[config.mk]
export PLATFORM = sky130hd
export DESIGN_NAME = uart_cmd_decoder_flat
export DESIGN_NICKNAME = d
export VERILOG_FILES = /design/src/rtl/uart_cmd_pkg.sv /design/src/rtl/uart_cmd_decoder_if.sv /design/src/rtl/btn_pending_latch.sv /design/src/rtl/uart_cmd_decoder.sv /design/src/flat_wrapper.sv
export SDC_FILE = /design/constraint.sdc
export NUM_CORES = 1
export LEC_CHECK = 0
export BUFFER_PORTS_ARGS = -buffer_cell sky130_fd_sc_hd__buf_2
export CORE_ASPECT_RATIO = 1.25
export CORE_MARGIN = 2
export CORE_UTILIZATION = 41
export CTS_CLUSTER_SIZE = 30
export DETAILED_ROUTE_END_ITERATION = 10
export PLACE_DENSITY = 0.72
export SLEW_MARGIN = 40
export SYNTH_ARGS = -nofsm -noshare
export SYNTH_HDL_FRONTEND = slang
export SYNTH_HIERARCHICAL = 1
export SYNTH_SLANG_ARGS = --single-unit
[constraint.sdc]
create_clock -name clk -period 1.5 [get_ports clk]
set_input_delay 0.075 -clock clk [delete_from_list [all_inputs] [get_ports clk]]
set_output_delay 0.075 -clock clk [all_outputs]
set_load 0.03 [all_outputs]
[src/rtl/uart_cmd_pkg.sv]
// Shared types for the UART command decoder: FSM states, command codes, ASCII map and byte decoder.
package uart_cmd_pkg;

    localparam int unsigned BYTE_W    = 8;
    localparam int unsigned BTN_N     = 3;
    localparam int unsigned BTN_RUN   = 0;
    localparam int unsigned BTN_CLEAR = 1;
    localparam int unsigned BTN_MODE  = 2;

    localparam logic [BYTE_W-1:0] ASCII_R_UC = 8'h52;
    localparam logic [BYTE_W-1:0] ASCII_R_LC = 8'h72;
    localparam logic [BYTE_W-1:0] ASCII_C_UC = 8'h43;
    localparam logic [BYTE_W-1:0] ASCII_C_LC = 8'h63;
    localparam logic [BYTE_W-1:0] ASCII_M_UC = 8'h4D;
    localparam logic [BYTE_W-1:0] ASCII_M_LC = 8'h6D;

    typedef enum logic [2:0] {IDLE, FETCH, DECODE, EMIT, ECHO, HOLD} state_e;
    typedef enum logic [1:0] {CMD_NONE, CMD_RUN, CMD_CLEAR, CMD_MODE} cmd_e;

    typedef struct packed {
        logic mode;
        logic clear;
        logic enable;
    } cmd_pulse_t;

    function automatic cmd_e decode_byte(input logic [BYTE_W-1:0] b);
        case (b)
            ASCII_R_UC, ASCII_R_LC: decode_byte = CMD_RUN;
            ASCII_C_UC, ASCII_C_LC: decode_byte = CMD_CLEAR;
            ASCII_M_UC, ASCII_M_LC: decode_byte = CMD_MODE;
            default:                decode_byte = CMD_NONE;
        endcase
    endfunction

    function automatic cmd_pulse_t cmd_to_pulse(input cmd_e c);
        cmd_to_pulse        = '0;
        cmd_to_pulse.enable = (c == CMD_RUN);
        cmd_to_pulse.clear  = (c == CMD_CLEAR);
        cmd_to_pulse.mode   = (c == CMD_MODE);
    endfunction

endpackage

[src/rtl/uart_cmd_decoder_if.sv]
// Bus bundle between the UART FIFOs / buttons and the command decoder.
interface uart_cmd_decoder_if #(
    parameter int unsigned ERR_W = 8
);
    logic             i_rx_empty;
    logic [7:0]       i_rx_data;
    logic             o_rx_pop;
    logic             i_btn_run;
    logic             i_btn_clear;
    logic             i_btn_mode;
    logic             o_enable;
    logic             o_clear;
    logic             o_mode;
    logic             o_err;
    logic [ERR_W-1:0] o_err_cnt;
    logic             i_tx_full;
    logic             o_tx_push;
    logic [7:0]       o_tx_data;

    modport slave (
        input  i_rx_empty, i_rx_data, i_btn_run, i_btn_clear, i_btn_mode, i_tx_full,
        output o_rx_pop, o_enable, o_clear, o_mode, o_err, o_err_cnt, o_tx_push, o_tx_data
    );

    modport master (
        output i_rx_empty, i_rx_data, i_btn_run, i_btn_clear, i_btn_mode, i_tx_full,
        input  o_rx_pop, o_enable, o_clear, o_mode, o_err, o_err_cnt, o_tx_push, o_tx_data
    );
endinterface

[src/rtl/btn_pending_latch.sv]
// Per-button pending flags; a pulse on an already-pending button is absorbed.
// Fixed priority select run > clear > mode; take_i clears only the selected flag.
module btn_pending_latch
    import uart_cmd_pkg::*;
(
    input  logic             clk,
    input  logic             rst,
    input  logic [BTN_N-1:0] pulse_i,
    input  logic             take_i,
    output logic             pend_o,
    output cmd_e             sel_o
);

    logic [BTN_N-1:0] flags_q;
    logic [BTN_N-1:0] flags_d;
    logic [BTN_N-1:0] chosen_c;

    always_comb begin
        chosen_c = '0;
        sel_o    = CMD_NONE;
        if (flags_q[BTN_RUN]) begin
            chosen_c[BTN_RUN] = 1'b1;
            sel_o             = CMD_RUN;
        end else if (flags_q[BTN_CLEAR]) begin
            chosen_c[BTN_CLEAR] = 1'b1;
            sel_o               = CMD_CLEAR;
        end else if (flags_q[BTN_MODE]) begin
            chosen_c[BTN_MODE] = 1'b1;
            sel_o              = CMD_MODE;
        end
    end

    always_comb begin
        flags_d = flags_q;
        for (int i = 0; i < int'(BTN_N); i++) begin
            flags_d[i] = flags_q[i] ? !(take_i && chosen_c[i]) : pulse_i[i];
        end
    end

    assign pend_o = |flags_q;

    always_ff @(posedge clk) begin
        if (rst) flags_q <= '0;
        else     flags_q <= flags_d;
    end

endmodule

[src/rtl/uart_cmd_decoder.sv]
// Turns UART command bytes and button pulses into paced single-cycle control pulses.
// Optional CMD_ECHO_EN: echo each accepted UART command byte to the TX FIFO.
module uart_cmd_decoder
    import uart_cmd_pkg::*;
#(
    parameter int unsigned GAP_CYCLES = 2,
    parameter int unsigned ERR_W      = 8
) (
    input  logic              clk,
    input  logic              rst,
    uart_cmd_decoder_if.slave bus
);

    localparam int unsigned GAP_EFF = (GAP_CYCLES < 2) ? 2 : GAP_CYCLES;
    localparam int unsigned GAP_W   = $clog2(GAP_EFF);

    state_e            state_q, state_d;
    logic [BYTE_W-1:0] cmd_q, cmd_d;
    logic              src_uart_q, src_uart_d;
    logic [GAP_W-1:0]  gap_q, gap_d;
    logic [ERR_W-1:0]  err_cnt_q, err_cnt_d;
    cmd_pulse_t        pulse_q, pulse_d;
    logic              pop_q, pop_d;
    logic              err_q, err_d;

    logic              btn_take;
    logic              btn_pend;
    cmd_e              btn_sel;

    btn_pending_latch u_btn (
        .clk     (clk),
        .rst     (rst),
        .pulse_i ({bus.i_btn_mode, bus.i_btn_clear, bus.i_btn_run}),
        .take_i  (btn_take),
        .pend_o  (btn_pend),
        .sel_o   (btn_sel)
    );

    // Outputs are computed one state early so they register into the cycle of their state.
    always_comb begin
        state_d    = state_q;
        cmd_d      = cmd_q;
        src_uart_d = src_uart_q;
        gap_d      = gap_q;
        err_cnt_d  = err_cnt_q;
        pulse_d    = '0;
        pop_d      = 1'b0;
        err_d      = 1'b0;
        btn_take   = 1'b0;
        case (state_q)
            IDLE: begin
                if (btn_pend) begin
                    btn_take   = 1'b1;
                    pulse_d    = cmd_to_pulse(btn_sel);
                    src_uart_d = 1'b0;
                    state_d    = EMIT;
                end else if (!bus.i_rx_empty) begin
                    pop_d   = 1'b1;
                    state_d = FETCH;
                end
            end
            FETCH: begin
                cmd_d   = bus.i_rx_data;
                state_d = DECODE;
                if (decode_byte(bus.i_rx_data) == CMD_NONE) begin
                    err_d = 1'b1;
                    if (err_cnt_q != {ERR_W{1'b1}}) err_cnt_d = err_cnt_q + ERR_W'(1);
                end
            end
            DECODE: begin
                if (decode_byte(cmd_q) != CMD_NONE) begin
                    pulse_d    = cmd_to_pulse(decode_byte(cmd_q));
                    src_uart_d = 1'b1;
                    state_d    = EMIT;
                end else begin
                    state_d = IDLE;
                end
            end
            EMIT: begin
                gap_d = GAP_W'(GAP_EFF - 1);
`ifdef CMD_ECHO_EN
                state_d = src_uart_q ? ECHO : HOLD;
`else
                state_d = HOLD;
`endif
            end
`ifdef CMD_ECHO_EN
            ECHO: begin
                if (gap_q != '0) gap_d = gap_q - GAP_W'(1);
                if (!bus.i_tx_full) state_d = HOLD;
            end
`endif
            HOLD: begin
                if (gap_q <= GAP_W'(1)) begin
                    gap_d   = '0;
                    state_d = IDLE;
                end else begin
                    gap_d = gap_q - GAP_W'(1);
                end
            end
            default: state_d = IDLE;
        endcase
    end

    always_ff @(posedge clk) begin
        if (rst) begin
            state_q    <= IDLE;
            cmd_q      <= '0;
            src_uart_q <= 1'b0;
            gap_q      <= '0;
            err_cnt_q  <= '0;
            pulse_q    <= '0;
            pop_q      <= 1'b0;
            err_q      <= 1'b0;
        end else begin
            state_q    <= state_d;
            cmd_q      <= cmd_d;
            src_uart_q <= src_uart_d;
            gap_q      <= gap_d;
            err_cnt_q  <= err_cnt_d;
            pulse_q    <= pulse_d;
            pop_q      <= pop_d;
            err_q      <= err_d;
        end
    end

    assign bus.o_rx_pop  = pop_q;
    assign bus.o_enable  = pulse_q.enable;
    assign bus.o_clear   = pulse_q.clear;
    assign bus.o_mode    = pulse_q.mode;
    assign bus.o_err     = err_q;
    assign bus.o_err_cnt = err_cnt_q;

`ifdef CMD_ECHO_EN
    // Push must see the live full flag, so it is decoded from state rather than registered.
    logic push_c;
    assign push_c        = (state_q == ECHO) && !bus.i_tx_full && !rst;
    assign bus.o_tx_push = push_c;
    assign bus.o_tx_data = push_c ? cmd_q : '0;
`else
    logic unused_tx_full;
    assign unused_tx_full = bus.i_tx_full;
    assign bus.o_tx_push  = 1'b0;
    assign bus.o_tx_data  = '0;
`endif

endmodule
[src/flat_wrapper.sv]
// flat-port wrapper written by rule: the top's interface ports become plain ports
module uart_cmd_decoder_flat import uart_cmd_pkg::*;
#(
    parameter int unsigned GAP_CYCLES = 2,
    parameter int unsigned ERR_W      = 8
)
  (clk, rst, bus_i_rx_empty, bus_i_rx_data, bus_i_btn_run, bus_i_btn_clear, bus_i_btn_mode, bus_i_tx_full, bus_o_rx_pop, bus_o_enable, bus_o_clear, bus_o_mode, bus_o_err, bus_o_err_cnt, bus_o_tx_push, bus_o_tx_data);
  uart_cmd_decoder_if #(.ERR_W(ERR_W)) bus_i ();
  input  logic clk;
  input  logic rst;
  input wire logic [$bits(bus_i.i_rx_empty)-1:0] bus_i_rx_empty;
  input wire logic [$bits(bus_i.i_rx_data)-1:0] bus_i_rx_data;
  input wire logic [$bits(bus_i.i_btn_run)-1:0] bus_i_btn_run;
  input wire logic [$bits(bus_i.i_btn_clear)-1:0] bus_i_btn_clear;
  input wire logic [$bits(bus_i.i_btn_mode)-1:0] bus_i_btn_mode;
  input wire logic [$bits(bus_i.i_tx_full)-1:0] bus_i_tx_full;
  output wire logic [$bits(bus_i.o_rx_pop)-1:0] bus_o_rx_pop;
  output wire logic [$bits(bus_i.o_enable)-1:0] bus_o_enable;
  output wire logic [$bits(bus_i.o_clear)-1:0] bus_o_clear;
  output wire logic [$bits(bus_i.o_mode)-1:0] bus_o_mode;
  output wire logic [$bits(bus_i.o_err)-1:0] bus_o_err;
  output wire logic [$bits(bus_i.o_err_cnt)-1:0] bus_o_err_cnt;
  output wire logic [$bits(bus_i.o_tx_push)-1:0] bus_o_tx_push;
  output wire logic [$bits(bus_i.o_tx_data)-1:0] bus_o_tx_data;
  assign bus_i.i_rx_empty = bus_i_rx_empty;
  assign bus_i.i_rx_data = bus_i_rx_data;
  assign bus_i.i_btn_run = bus_i_btn_run;
  assign bus_i.i_btn_clear = bus_i_btn_clear;
  assign bus_i.i_btn_mode = bus_i_btn_mode;
  assign bus_i.i_tx_full = bus_i_tx_full;
  assign bus_o_rx_pop = bus_i.o_rx_pop;
  assign bus_o_enable = bus_i.o_enable;
  assign bus_o_clear = bus_i.o_clear;
  assign bus_o_mode = bus_i.o_mode;
  assign bus_o_err = bus_i.o_err;
  assign bus_o_err_cnt = bus_i.o_err_cnt;
  assign bus_o_tx_push = bus_i.o_tx_push;
  assign bus_o_tx_data = bus_i.o_tx_data;
  uart_cmd_decoder #(.GAP_CYCLES(GAP_CYCLES), .ERR_W(ERR_W)) u_core (.clk(clk), .rst(rst), .bus(bus_i));
endmodule
==> results_dict.tcl <==
set metrics [dict create \
    status "complete, no violations" \
    globalRouteOverflowTotal 0 \
    pwr-share-comb_pct 23.5 \
    core-area_sq_um 3170 \
    fin_nets 217 \
    required_ns 1.71 \
    crit_type "flop to flop" \
    drt_iter0_markers 29 \
    hold_path.class "input port to flop" \
    fin_tns_setup_ns 0 \
    fillers 323 \
    synthTopCellsByArea "dfxtp_1 39%, a21oi_1 7.5%, nand2_1 6.2%, clkbuf_8 5.1%, buf_4 5.0%" \
    p_int_w 0.00113 \
    p_sw_share_pct 30.2 \
    finalCriticalPeriod_ns 1.43 \
    worstSkewPairLatency_ns 0.27 \
    ys_seq_area_share_pct 38.8 \
    max_freq_mhz 701 \
    setup_viol_count_final 0 \
    rsz0062_at_grt "yes" \
    antenna_cells 0 \
    ios 37 \
    viasPerCell 5.21 \
    synth_seq_cells 26 \
    ys_warn_count 6 \
    areaGrowthSynthToFinish_pct 22.5 \
    drive_gt1_share_pct 33.5 \
    cts.clk_slew.worst_paths_ns 0.09 \
    cap_violations 0 \
    syn-cell-area_sq_um 1340 \
    dr.pass1.iters 4 \
    port_buffers 25 \
    grt_max_degree 16 \
    setup_ws_ns 0.0728 \
    skew_ns 0.0113 \
    syn_inst 161 \
    dieArea_sq_um 3740 \
    period_share_pct 95.1 \
    tritoncts "built" \
    die_w_um 55.1 \
    clock_sinks 26 \
    p_seq_share_pct 48.5 \
    vias 1235 \
    clk_path_buf_depth 2 \
    clockPowerShare_pct 28.0 \
    h-tree-depth 1 \
    wl_per_cell_um 12.1 \
    wirelength_um 2880 \
    synth_top_area_cell "dfxtp_1" \
    yosysUniqueCellTypes 42 \
    place_ws_ns -0.0197 \
    cts-root-buf "clkbuf_8" \
    fp-row-count 23 \
    critPathMaxFanout 11 \
    r2r_slack_ns 0.07 \
    power.density_nw_per_um2 983 \
    grt_pass1_vias 1045 \
    yosys.area.top_type_share_pct 38.8 \
    syn_avg_cell_area_sq_um 8.32 \
    dp_hpwl_um 2010 \
    p_leak_nw 0.666 \
    ant_nets 0 \
    worstSetupEndpointType "flop" \
    die_h_um 67.9 \
    grt_pass1_wl_um 4310 \
    switching_power_w 0.000488 \
    antenna_found_initial 0 \
    arrival_ns 1.64 \
    initial_core_util_pct 42.3 \
    drc 0 \
    ir_worst_vdd_uv 500 \
    final_max_slew_viol_count 0 \
    gp_congestion 0.734 \
    final-hold-violation-count 0 \
    numCtsBuffers 3 \
    track_usage_pct 15.7 \
    start_kind "flop" \
]
worst max-delay path: stages (launching register included):
cell	delay [ns]
dfxtp_1	0.35
nor3_4	0.23
o21ai_4	0.15
or4_1	0.50
a21oi_1	0.14
state kept, by name (all words and copies together) (netlist names):
register and flops:
u_core/bus.o_clear 1, u_core/bus.o_enable 1, u_core/bus.o_err 1, u_core/bus.o_err_cnt 8
u_core/bus.o_mode 1, u_core/bus.o_rx_pop 1, u_core/cmd_q 7, u_core/state_q 3
u_core/u_btn/flags_q 3
power by group through the flow:
| stage | registers (W) | logic [W] | clock network, W |
|---|---|---|---|
| global placement | 0.000791 | 0.000351 | 0 |
| finish | 0.000783 | 0.000379 | 0.000451 |
| detailed placement | 0.000794 | 0.000354 | 0 |
| floorplan | 0.000815 | 0.000264 | 0 |
| CTS | 0.000778 | 0.000356 | 0.000462 |
| global route | 0.000792 | 0.000422 | 0.000484 |
final cells by class:
type	count	area, sq um	area share, %
multi-input combinational	121	726	44.2
inverter	6	22.5	1.37
timing repair buffer	43	263	16.0
tap	37	46.3	2.82
sequential	26	529	32.2
clock buffer	4	55.1	3.35
per-layer routing:
metal | track usage, % | vias up | share of wire, %
li1 | - | 631 | -
met3 | 2.18 | 6 | 3.5
met5 | 0 | - | 0
met2 | 25.9 | 26 | 52
met4 | 8.84 | 0 | 1.8
met1 | 19.2 | 572 | 42
stage by stage:
stage	instances	util (%)	power (W)	hold WS (ns)	instance area, sq um
floorplan	169	-	0.00108	0.144	1400
finish	237	51.9	0.00161	0.0522	1640
global route	237	51.9	0.00170	0.0745	1640
detailed placement	231	48.7	0.00115	0.262	1540
global placement	231	48.7	0.00114	0.265	1540
CTS	236	50.8	0.00160	0.0467	1610
synthesized netlist by cell type (all sizes together):
cell type / n
ha: 1
mux2: 1
a21oi: 20
clkbuf: 6
buf: 10
nor4: 3
nor3: 3
a31oi: 1
or4: 5
a21o: 2
o41ai: 1
o21ai: 8
o21bai: 1
o31ai: 4
and3b: 1
a32oi: 1
a311oi: 1
dfxtp: 26
a211oi: 1
nor2b: 3
nor2: 12
nand2: 22
or2: 1
or3: 4
nor3b: 2
nor4b: 1
a41oi: 1
nand2b: 3
nand3b: 1
conb: 1
nand3: 4
and2b: 1
o2111ai: 1
or3b: 1
nand4: 1
inv: 6
layout by cell type, fill, tap and decap left out, types with 2 or more instances in the layout:
| cell | instances |
|---|---|
| a21o_1 | 2 |
| nor4_1 | 2 |
| buf_4 | 17 |
| inv_2 | 2 |
| clkbuf_8 | 4 |
| conb_1 | 9 |
| o31ai_1 | 4 |
| nor2_1 | 11 |
| buf_2 | 25 |
| dfxtp_1 | 21 |
| o21ai_0 | 7 |
| nand2_1 | 22 |
| or4_1 | 5 |
| or3_1 | 2 |
| or3_2 | 2 |
| nor2b_1 | 3 |
| dfxtp_2 | 4 |
| a21oi_1 | 19 |
| nand2b_1 | 3 |
| nand3_1 | 4 |
| nor3_1 | 2 |
| inv_1 | 4 |
path summary, 6_finish.rpt:
path / cells after the start / from / endpoint
max: 4 / u_core/state_q[2] / u_core/bus.o_err_cnt[7]
min: 3 / bus_i_btn_run / u_core/u_btn/flags_q[0]
max reg2reg: 4 / u_core/state_q[2] / u_core/bus.o_err_cnt[7]
min reg2reg: 2 / u_core/cmd_q[7] / u_core/cmd_q[7]
timing repair:
action                                  CTS  global route
endpoints found under the setup margin    3            11
resized for setup                         1             7
buffers inserted                          0             1
hold buffers                              1             0
hold endpoints to repair                  1             0
cells by family (layout without fill, tap and decap cells):
logic type,after synthesis,in the layout,share of synthesized area (%)
compound gates,42,42,19.4
mux,1,1,0.840
buf+inv,22,53,12.5
flops,26,26,38.8
fa+ha+maj,1,1,0.934
other cells,1,9,0.280
simple gates,68,68,27.2
Note: power is estimated with default switching activity, not from simulation.
